File: config.mk
export PLATFORM = sky130hd
export DESIGN_NAME = dds_param_ctrl
export DESIGN_NICKNAME = d
export VERILOG_FILES = /design/src/rtl/dds_pkg.sv /design/src/rtl/key_debounce.sv /design/src/rtl/dds_param_ctrl.sv
export SDC_FILE = /design/constraint.sdc
export NUM_CORES = 1
export LEC_CHECK = 0
export ABC_AREA = 0
export CAP_MARGIN = 20
export CORE_ASPECT_RATIO = 0.6
export CORE_MARGIN = 2
export CORE_UTILIZATION = 35
export CTS_BUF_LIST = sky130_fd_sc_hd__clkbuf_4 sky130_fd_sc_hd__clkbuf_8
export DETAILED_ROUTE_END_ITERATION = 12
export GPL_TIMING_DRIVEN = 0
export PLACE_DENSITY = 0.51
export SYNTH_ARGS = -nofsm -noshare
export SYNTH_HDL_FRONTEND = slang
export SYNTH_SLANG_ARGS = --single-unit
export TNS_END_PERCENT = 10
File: constraint.sdc
create_clock -name sys_clk -period 3.9 [get_ports sys_clk]
set_input_delay 0.39 -clock sys_clk [delete_from_list [all_inputs] [get_ports sys_clk]]
set_output_delay 0.39 -clock sys_clk [all_outputs]
set_load 0.02 [all_outputs]
File: src/rtl/dds_pkg.sv
// Shared constants for the DDS front-panel parameter controller:
// field-select codes and the widths of the three editable words.
package dds_pkg;
  localparam logic [1:0] SEL_F1 = 2'd0;
  localparam logic [1:0] SEL_F2 = 2'd1;
  localparam logic [1:0] SEL_P2 = 2'd2;

  localparam int FW1_W = 6;
  localparam int FW2_W = 8;
  localparam int PW2_W = 9;
endpackage

File: src/rtl/key_debounce.sv
// One front-panel key: 2-FF synchronizer, stable-level debounce counter and
// a one-cycle press pulse on the debounced 1->0 transition (keys are active-low).
module key_debounce #(
  parameter int DEB_CYCLES = 1000000
) (
  input  logic clk,
  input  logic rst_n,
  input  logic key,
  output logic press,
  output logic level
);
  localparam int CW = (DEB_CYCLES > 2) ? $clog2(DEB_CYCLES) : 1;
  localparam logic [CW-1:0] LAST = CW'(DEB_CYCLES - 1);

  logic          sync1;
  logic          sync2;
  logic          deb;
  logic          deb_q;
  logic          armed;
  logic [CW-1:0] cnt;

  // Until a stable release has been seen after reset the key is ignored, so a
  // key held through reset release cannot produce a press.
  always_ff @(posedge clk or negedge rst_n) begin
    if (!rst_n) begin
      sync1 <= 1'b1;
      sync2 <= 1'b1;
      deb   <= 1'b1;
      deb_q <= 1'b1;
      armed <= 1'b0;
      cnt   <= '0;
    end else begin
      sync1 <= key;
      sync2 <= sync1;
      deb_q <= deb;
      if (!armed) begin
        if (!sync2) begin
          cnt <= '0;
        end else if (cnt == LAST) begin
          armed <= 1'b1;
          cnt   <= '0;
        end else begin
          cnt <= cnt + 1'b1;
        end
      end else if (sync2 != deb) begin
        if (cnt == LAST) begin
          deb <= sync2;
          cnt <= '0;
        end else begin
          cnt <= cnt + 1'b1;
        end
      end else begin
        cnt <= '0;
      end
    end
  end

  assign press = deb_q & ~deb;
  assign level = deb;
endmodule

File: src/rtl/dds_param_ctrl.sv
// DDS front-panel parameter controller: debounced keys, field-select FSM and
// wrap-around edit of Fword1/Fword2/Pword2. Optional macro AUTO_REPEAT_EN
// adds hold-to-repeat on the up/down keys.
module dds_param_ctrl
  import dds_pkg::*;
#(
  parameter int               DEB_CYCLES    = 1000000,
  parameter logic [FW1_W-1:0] FW1_INIT      = 6'd1,
  parameter logic [FW2_W-1:0] FW2_INIT      = 8'd1,
  parameter logic [PW2_W-1:0] PW2_INIT      = 9'd0,
  parameter logic [PW2_W-1:0] PW2_MAX       = 9'd359,
  parameter int               REPEAT_DELAY  = 25000000,
  parameter int               REPEAT_PERIOD = 5000000
) (
  input  logic             sys_clk,
  input  logic             sys_rst,
  input  logic             key_sel,
  input  logic             key_up,
  input  logic             key_down,
  output logic [FW1_W-1:0] Fword1,
  output logic [FW2_W-1:0] Fword2,
  output logic [PW2_W-1:0] Pword2,
  output logic [1:0]       sel_field,
  output logic             param_update
);
  logic       sel_press, up_press, down_press;
  logic       up_ev, down_ev;
  logic [2:0] key_level;
  logic       unused_level;

  key_debounce #(.DEB_CYCLES(DEB_CYCLES)) u_sel (
    .clk(sys_clk), .rst_n(sys_rst), .key(key_sel), .press(sel_press), .level(key_level[0])
  );
  key_debounce #(.DEB_CYCLES(DEB_CYCLES)) u_up (
    .clk(sys_clk), .rst_n(sys_rst), .key(key_up), .press(up_press), .level(key_level[1])
  );
  key_debounce #(.DEB_CYCLES(DEB_CYCLES)) u_down (
    .clk(sys_clk), .rst_n(sys_rst), .key(key_down), .press(down_press), .level(key_level[2])
  );

  assign unused_level = ^key_level;

`ifdef AUTO_REPEAT_EN
  logic [31:0] rpt_cnt [2];
  logic [1:0]  rpt_started;
  logic [1:0]  rpt_pulse;
  logic [1:0]  rpt_level;

  assign rpt_level = key_level[2:1];

  // Index 0 repeats the up key, index 1 the down key; the first extra pulse
  // comes after REPEAT_DELAY held cycles, later ones every REPEAT_PERIOD.
  always_ff @(posedge sys_clk or negedge sys_rst) begin
    if (!sys_rst) begin
      for (int i = 0; i < 2; i++) rpt_cnt[i] <= '0;
      rpt_started <= '0;
      rpt_pulse   <= '0;
    end else begin
      for (int i = 0; i < 2; i++) begin
        rpt_pulse[i] <= 1'b0;
        if (rpt_level[i]) begin
          rpt_cnt[i]     <= '0;
          rpt_started[i] <= 1'b0;
        end else if (rpt_cnt[i] == (rpt_started[i] ? 32'(REPEAT_PERIOD - 1)
                                                   : 32'(REPEAT_DELAY - 1))) begin
          rpt_pulse[i]   <= 1'b1;
          rpt_started[i] <= 1'b1;
          rpt_cnt[i]     <= '0;
        end else begin
          rpt_cnt[i] <= rpt_cnt[i] + 32'd1;
        end
      end
    end
  end

  assign up_ev   = up_press | rpt_pulse[0];
  assign down_ev = down_press | rpt_pulse[1];
`else
  localparam int unused_rpt = REPEAT_DELAY + REPEAT_PERIOD;
  assign up_ev   = up_press;
  assign down_ev = down_press;
`endif

  function automatic logic [1:0] next_field(input logic [1:0] cur);
    case (cur)
      SEL_F1:  return SEL_F2;
      SEL_F2:  return SEL_P2;
      default: return SEL_F1;
    endcase
  endfunction

  // param_update is a strobe, high for exactly the cycle in which an edited
  // word first shows its new value; there is no handshake back from the sink.
  always_ff @(posedge sys_clk or negedge sys_rst) begin
    if (!sys_rst) begin
      Fword1       <= FW1_INIT;
      Fword2       <= FW2_INIT;
      Pword2       <= PW2_INIT;
      sel_field    <= SEL_F1;
      param_update <= 1'b0;
    end else begin
      param_update <= 1'b0;
      if (sel_press) begin
        sel_field <= next_field(sel_field);
      end else if (sel_field == 2'd3) begin
        sel_field <= SEL_F1;
      end else if (up_ev ^ down_ev) begin
        param_update <= 1'b1;
        case (sel_field)
          SEL_F1: Fword1 <= up_ev ? Fword1 + 1'b1 : Fword1 - 1'b1;
          SEL_F2: Fword2 <= up_ev ? Fword2 + 1'b1 : Fword2 - 1'b1;
          default: begin
            if (up_ev) Pword2 <= (Pword2 == PW2_MAX) ? '0 : Pword2 + 1'b1;
            else       Pword2 <= (Pword2 == '0) ? PW2_MAX : Pword2 - 1'b1;
          end
        endcase
      end
    end
  end
endmodule

* After elaboration in Yosys (flattened, before gate mapping)
Cells that the tools add are included.
** Operators by class
- $add $sub $neg :: 9
- $mul :: 0
- Divide/modulo/power cells :: 0
- $lt $le $gt $ge :: 0
- Eq/ne operators :: 9
- Shift operators :: 0
- Mux-type cells :: 32
- Bitwise gates (word level) :: 10
- Reductions and logical operators :: 10
** Operator list (count)
- 2-to-1 mux 20 bit :: 12
- adder 20 x 1 -> 20 bit (second input constant) :: 3
- equality test 20 bit (second input constant) :: 3
- 2-to-1 mux 9 bit :: 3
- 2-to-1 mux 1 bit :: 12
- AND reduction 4 bit :: 3
- adder 9 x 1 -> 9 bit (second input constant) :: 1
- equality test 9 bit (second input constant) :: 1
- logical NOT 9 bit :: 1
- AND reduction 3 bit :: 3
- subtractor 9 x 1 -> 9 bit (second input constant) :: 1
- adder 8 x 1 -> 8 bit (second input constant) :: 1
- 2-to-1 mux 8 bit :: 1
- subtractor 8 x 1 -> 8 bit (second input constant) :: 1
- adder 6 x 1 -> 6 bit (second input constant) :: 1
- 2-to-1 mux 6 bit :: 1
- NOT 1 bit :: 6
- subtractor 6 x 1 -> 6 bit (second input constant) :: 1
- 2-to-1 mux 2 bit :: 2
- case mux 2 bit (2 select lines) :: 1
- bitwise AND 1 bit :: 3
- inequality test 1 bit :: 3
- equality test 2 x 1 -> 1 bit (second input constant) :: 1
- equality test 2 bit (second input constant) :: 1
- 4 further kinds :: 4
** Storage, ports and cells
- Register bits after elaboration :: 101
- Latch bits :: 0
- RAM bits :: 0
- Bits in read-only memories :: 0
- Word-level logic and storage cells :: 93
- Memories :: 0

* Longest topological paths before layout
- Depth in word-level cells :: 6
- Gate-level depth with buffers :: 8

* Modules after synthesis
From an unflattened synthesis, not the netlist that was laid out.
** Unflattened totals
- Cell total of the unflattened synthesis :: 562
- Area total of the unflattened synthesis :: 5489.0 um2
** Modules (own cells, without submodules)
- key_debounce :: times used 3, cells an instance 116, area each 1207.4 um2
- dds_param_ctrl :: times used 1, cells an instance 214, area each 1866.8 um2

* Least setup slack after synthesis
No wires, ideal clock.
- Kind :: reg2reg
- From :: reg u_up.deb (netlist: u_up.level)
- To :: reg Fword2[7]
- Arrival :: 2.179 ns
- Setup slack :: 1.592 ns
- Stages on the path, launching flop included :: 9
- Buffers on the path :: 0
- Period minus slack after synthesis :: 2.308 ns
- Path through :: dfstp_2 -> nor2b_2 -> inv_2 -> ha_1 -> a211oi_1 -> o211ai_1 -> nand3_1 -> or4b_1 -> xnor2_1
** On the way
- Cells in the longest elaborated chain, start to end :: 4
- Elaborated cells between the ends (all ways) :: 5
- Those cells by class :: 1 x mux; 3 x bitwise; 1 x reduce/logical
** Ends and longest elaborated chain
- from (decl) :: line key_debounce.sv:17 : logic deb;
- from (signal assigned) :: line key_debounce.sv:47 : deb <= sync2;
- NOT 1 bit * :: line key_debounce.sv:58 : assign press = deb_q & ~deb;
- bitwise AND 1 bit * :: line key_debounce.sv:58
- XOR 1 bit :: line dds_param_ctrl.sv:107 : end else if (up_ev ^ down_ev) begin
- AND reduction 4 bit (no line)
- to (signal assigned) :: line dds_param_ctrl.sv:111 : SEL_F2: Fword2 <= up_ev ? Fword2 + 1'b1 : Fword2 - 1'b1;
- to (decl) :: line dds_param_ctrl.sv:21 : output logic [FW2_W-1:0] Fword2,
Mark *: on every way between the ends. The rest lies on a longest branch, timed or not.
A chain may end at the register's enable or synchronous reset.

* Final worst setup path
Same ends and word-level chain as after synthesis.

==> results.yml <==
status:
  status: "finished, final reports clean"
global_routing:
  grt_pass1_wl_um: 18490
  antenna_found_initial: 0
  grt_pass1_vias: 3585
  grt-ovfl-total: 0
  grt_start_max_net_pins: 70
  grt_usage_pct: 14.40
setup_path:
  path_class: "register to register"
  critPathArrivalTime_ns: 3.02
  start_kind: "register"
  crit_required_ns: 4.17
  crit_fanout: 21
  end_kind: "register"
detailed_routing:
  routed_wl_um: 10570
  drtPass1Iterations: 4
  vias: 3724
  antenna_left: 0
  drt-initial-drc-count: 273
  drc: 0
  viasPerCell: 4.939
  wl_per_cell_um: 14.02
sta:
  fin_ws_ns: 1.150
  fin_crit_ns: 2.750
  setup_tns_ns: 0
  hold_viol: 0
  finalMaxSlewViolations: 0
  clock-skew-final_ns: 0.01327
  tightest_slew_ns: 0.7692
  slew_headroom_pct: 48.33
  post-route-period-util_pct: 70.50
  max_freq_mhz: 363.7
  finalSetupViolCount: 0
  rsz0062_at_grt: "no"
clocking:
  htree_levels: 3
  cts_tree: "done"
  ctsLongestPathBuffers: 2
  clkTransAtPathRegs_ns: 0.10
  post_cts_buffers: 0
  clock-sinks: 101
  clk_latency_ns: 0.37
  cts_made_buffers: 9
  cts.root.buffer_cell: "clkbuf_8"
synth:
  synth_fp_nets: 530
  yosysUniqueCellTypes: 60
  yosys_warnings: 0
  async_reset_ff_share_pct: 100.0
  synthFlopType: "dfrtp_1"
  syn_inst: 508
  synth_edf_count: 0
  ys_seq_area_share_pct: 48.64
  syn_area_um2: 5233
  avgSynthCellArea_um2: 10.30
  ys_ff_latch: 101
cells_and_area:
  final_cells: 754
  layout-drive-gt1-share_pct: 12.59
  syn_to_final_growth_pct: 15.47
  antenna_cells: 0
  final_core_util_pct: 41.53
  multi_input_area_um2: 2571
  ff_latch_area_um2: 2545
  nFillCells: 1421
  nets: 573
die:
  die_w_um: 161.9
  die_area_um2: 15980
  coreArea_um2: 14550
  die-height_um: 98.71
  num_rows: 34
  initial_utilization_pct: 35.96
  pin_count: 31
placed_design:
  portBuffers: 30
  hpwl_um: 7460
  gp_congestion: 0.8238
  placedCellCount: 737
  dp_slack_ns: 1.190
pwr:
  p_per_area_nw_per_um2: 312.1
  power.static_leakage_nw: 2.640
  vdd_drop_max_mv: 0.1587
hold_path:
  hold_path_class: "register to register"
job:
  maxCapViolations: 0
[repair_timing]
item,CTS,global route
resized for setup,0,0
endpoints found under the setup margin,0,0
hold endpoints to repair,27,0
hold buffers,1,0
[per-layer routing]
layer | routed length, µm | track usage (%) | vias to the layer above
met5 | 0 | 0 | -
met4 | 95 | 3.336 | 0
li1 | - | - | 1868
met1 | 5926 | 23.07 | 1793
met2 | 4081 | 19.05 | 56
met3 | 470 | 3.662 | 7
[cell type report]
class / instances / share of cell area [%]
multi-input combinational: 387 / 42.56
sequential: 101 / 42.12
timing repair buffer: 32 / 5.550
tap: 198 / 4.100
clock buffer: 11 / 2.402
buffer: 12 / 1.429
clock inverter: 5 / 1.346
inverter: 8 / 0.4970
[cells in the mapped netlist, types with 4 or more instances]
cell | count | area [µm²]
nand3b_1 | 4 | 30.03
and3_1 | 12 | 75.07
nand3_1 | 26 | 130.1
a21oi_1 | 18 | 90.09
buf_2 | 5 | 25.02
mux2_2 | 14 | 157.7
dfrtp_1 | 87 | 2177
inv_1 | 7 | 26.28
nand2_1 | 33 | 123.9
and4_1 | 6 | 52.55
or2_1 | 4 | 25.02
o31ai_1 | 5 | 37.54
ha_1 | 15 | 187.7
nor2_1 | 78 | 292.8
xor2_1 | 45 | 394.1
nand4_1 | 16 | 100.1
xnor2_1 | 26 | 227.7
nor3_1 | 7 | 35.03
o21ai_0 | 13 | 65.06
dfstp_2 | 14 | 367.9
nand2b_1 | 4 | 25.02
a211oi_1 | 5 | 37.54
nor4_1 | 8 | 50.05
a21o_1 | 8 | 60.06
[cell usage in the layout, fill, tap and decap left out, types with 8 or more instances in the layout]
master           count
a21o_1               8
a21oi_1             18
and3_1              12
clkbuf_8            10
clkdlybuf4s50_1     29
dfrtp_1             87
dfstp_2             14
ha_1                15
mux2_2              14
nand2_1             33
nand3_1             26
nand4_1             16
nor2_1              78
nor4_1               8
o21ai_0             13
xnor2_1             26
xor2_1              45
[through the flow]
| step | hold WS, ns | instance area, µm² | total power, mW |
|---|---|---|---|
| 5_1_grt | 0.3805 | 6042 | 1.979 |
| 6_report | 0.3650 | 6042 | 1.886 |
| 4_1_cts | 0.3694 | 6042 | 1.926 |
| 2_1_floorplan | 0.09441 | 5233 | 1.112 |
| 3_5_place_dp | 0.3525 | 5806 | 1.151 |
| 3_3_place_gp | 0.3509 | 5781 | 1.147 |
[state kept, by name, indices dropped and copies added (netlist names), 2 cells and up]
signal,flops
Fword1,6
u_sel.cnt,20
u_up.cnt,20
Pword2,9
sel_field,2
Fword2,8
u_down.cnt,20
[logic make-up (layout without fill, tap and decap cells)]
logic type      Yosys count  in the layout  synth area share (%)
fa+ha+maj                17             17                 4.352
mux                      14             14                 3.013
simple gates            218            218                 21.02
buf+inv                  20             68                 2.224
flops                   101            101                 48.64
compound gates           66             66                 8.561
xor+xnor                 72             72                 12.20
[power by group]
| part | leakage, nW | switching, mW | total (mW) | internal [mW] |
|---|---|---|---|---|
| sequential | 1.35 | 0.0100 | 1.07 | 1.06 |
| combinational | 1.17 | 0.0397 | 0.0585 | 0.0189 |
| clock | 0.113 | 0.369 | 0.757 | 0.388 |
| total | 2.64 | 0.419 | 1.89 | 1.47 |
[critical path, cell delays in order, from the launching register on]
cell	delay (ns)
dfstp_2	0.57
nor2b_2	0.05
inv_2	0.33
ha_1	0.33
a211oi_1	0.43
o211ai_1	0.18
nand3_1	0.10
or4b_1	0.50
xnor2_1	0.15
[worst paths after layout]
kind	slack, ns	to	start	depth (start not counted)
setup reg to reg	1.15	Fword2[7]	u_up.level	8
hold / removal	0.37	u_up.sync2	u_up.sync1	0
setup / recovery	1.15	Fword2[7]	u_up.level	8
max in group asynchronous	2.67	Fword1[0]	sys_rst	3
hold reg to reg	0.37	u_up.sync2	u_up.sync1	0
min in group asynchronous	0.49	u_sel.cnt[1]	sys_rst	2
Power figures use the tool's default switching activity.
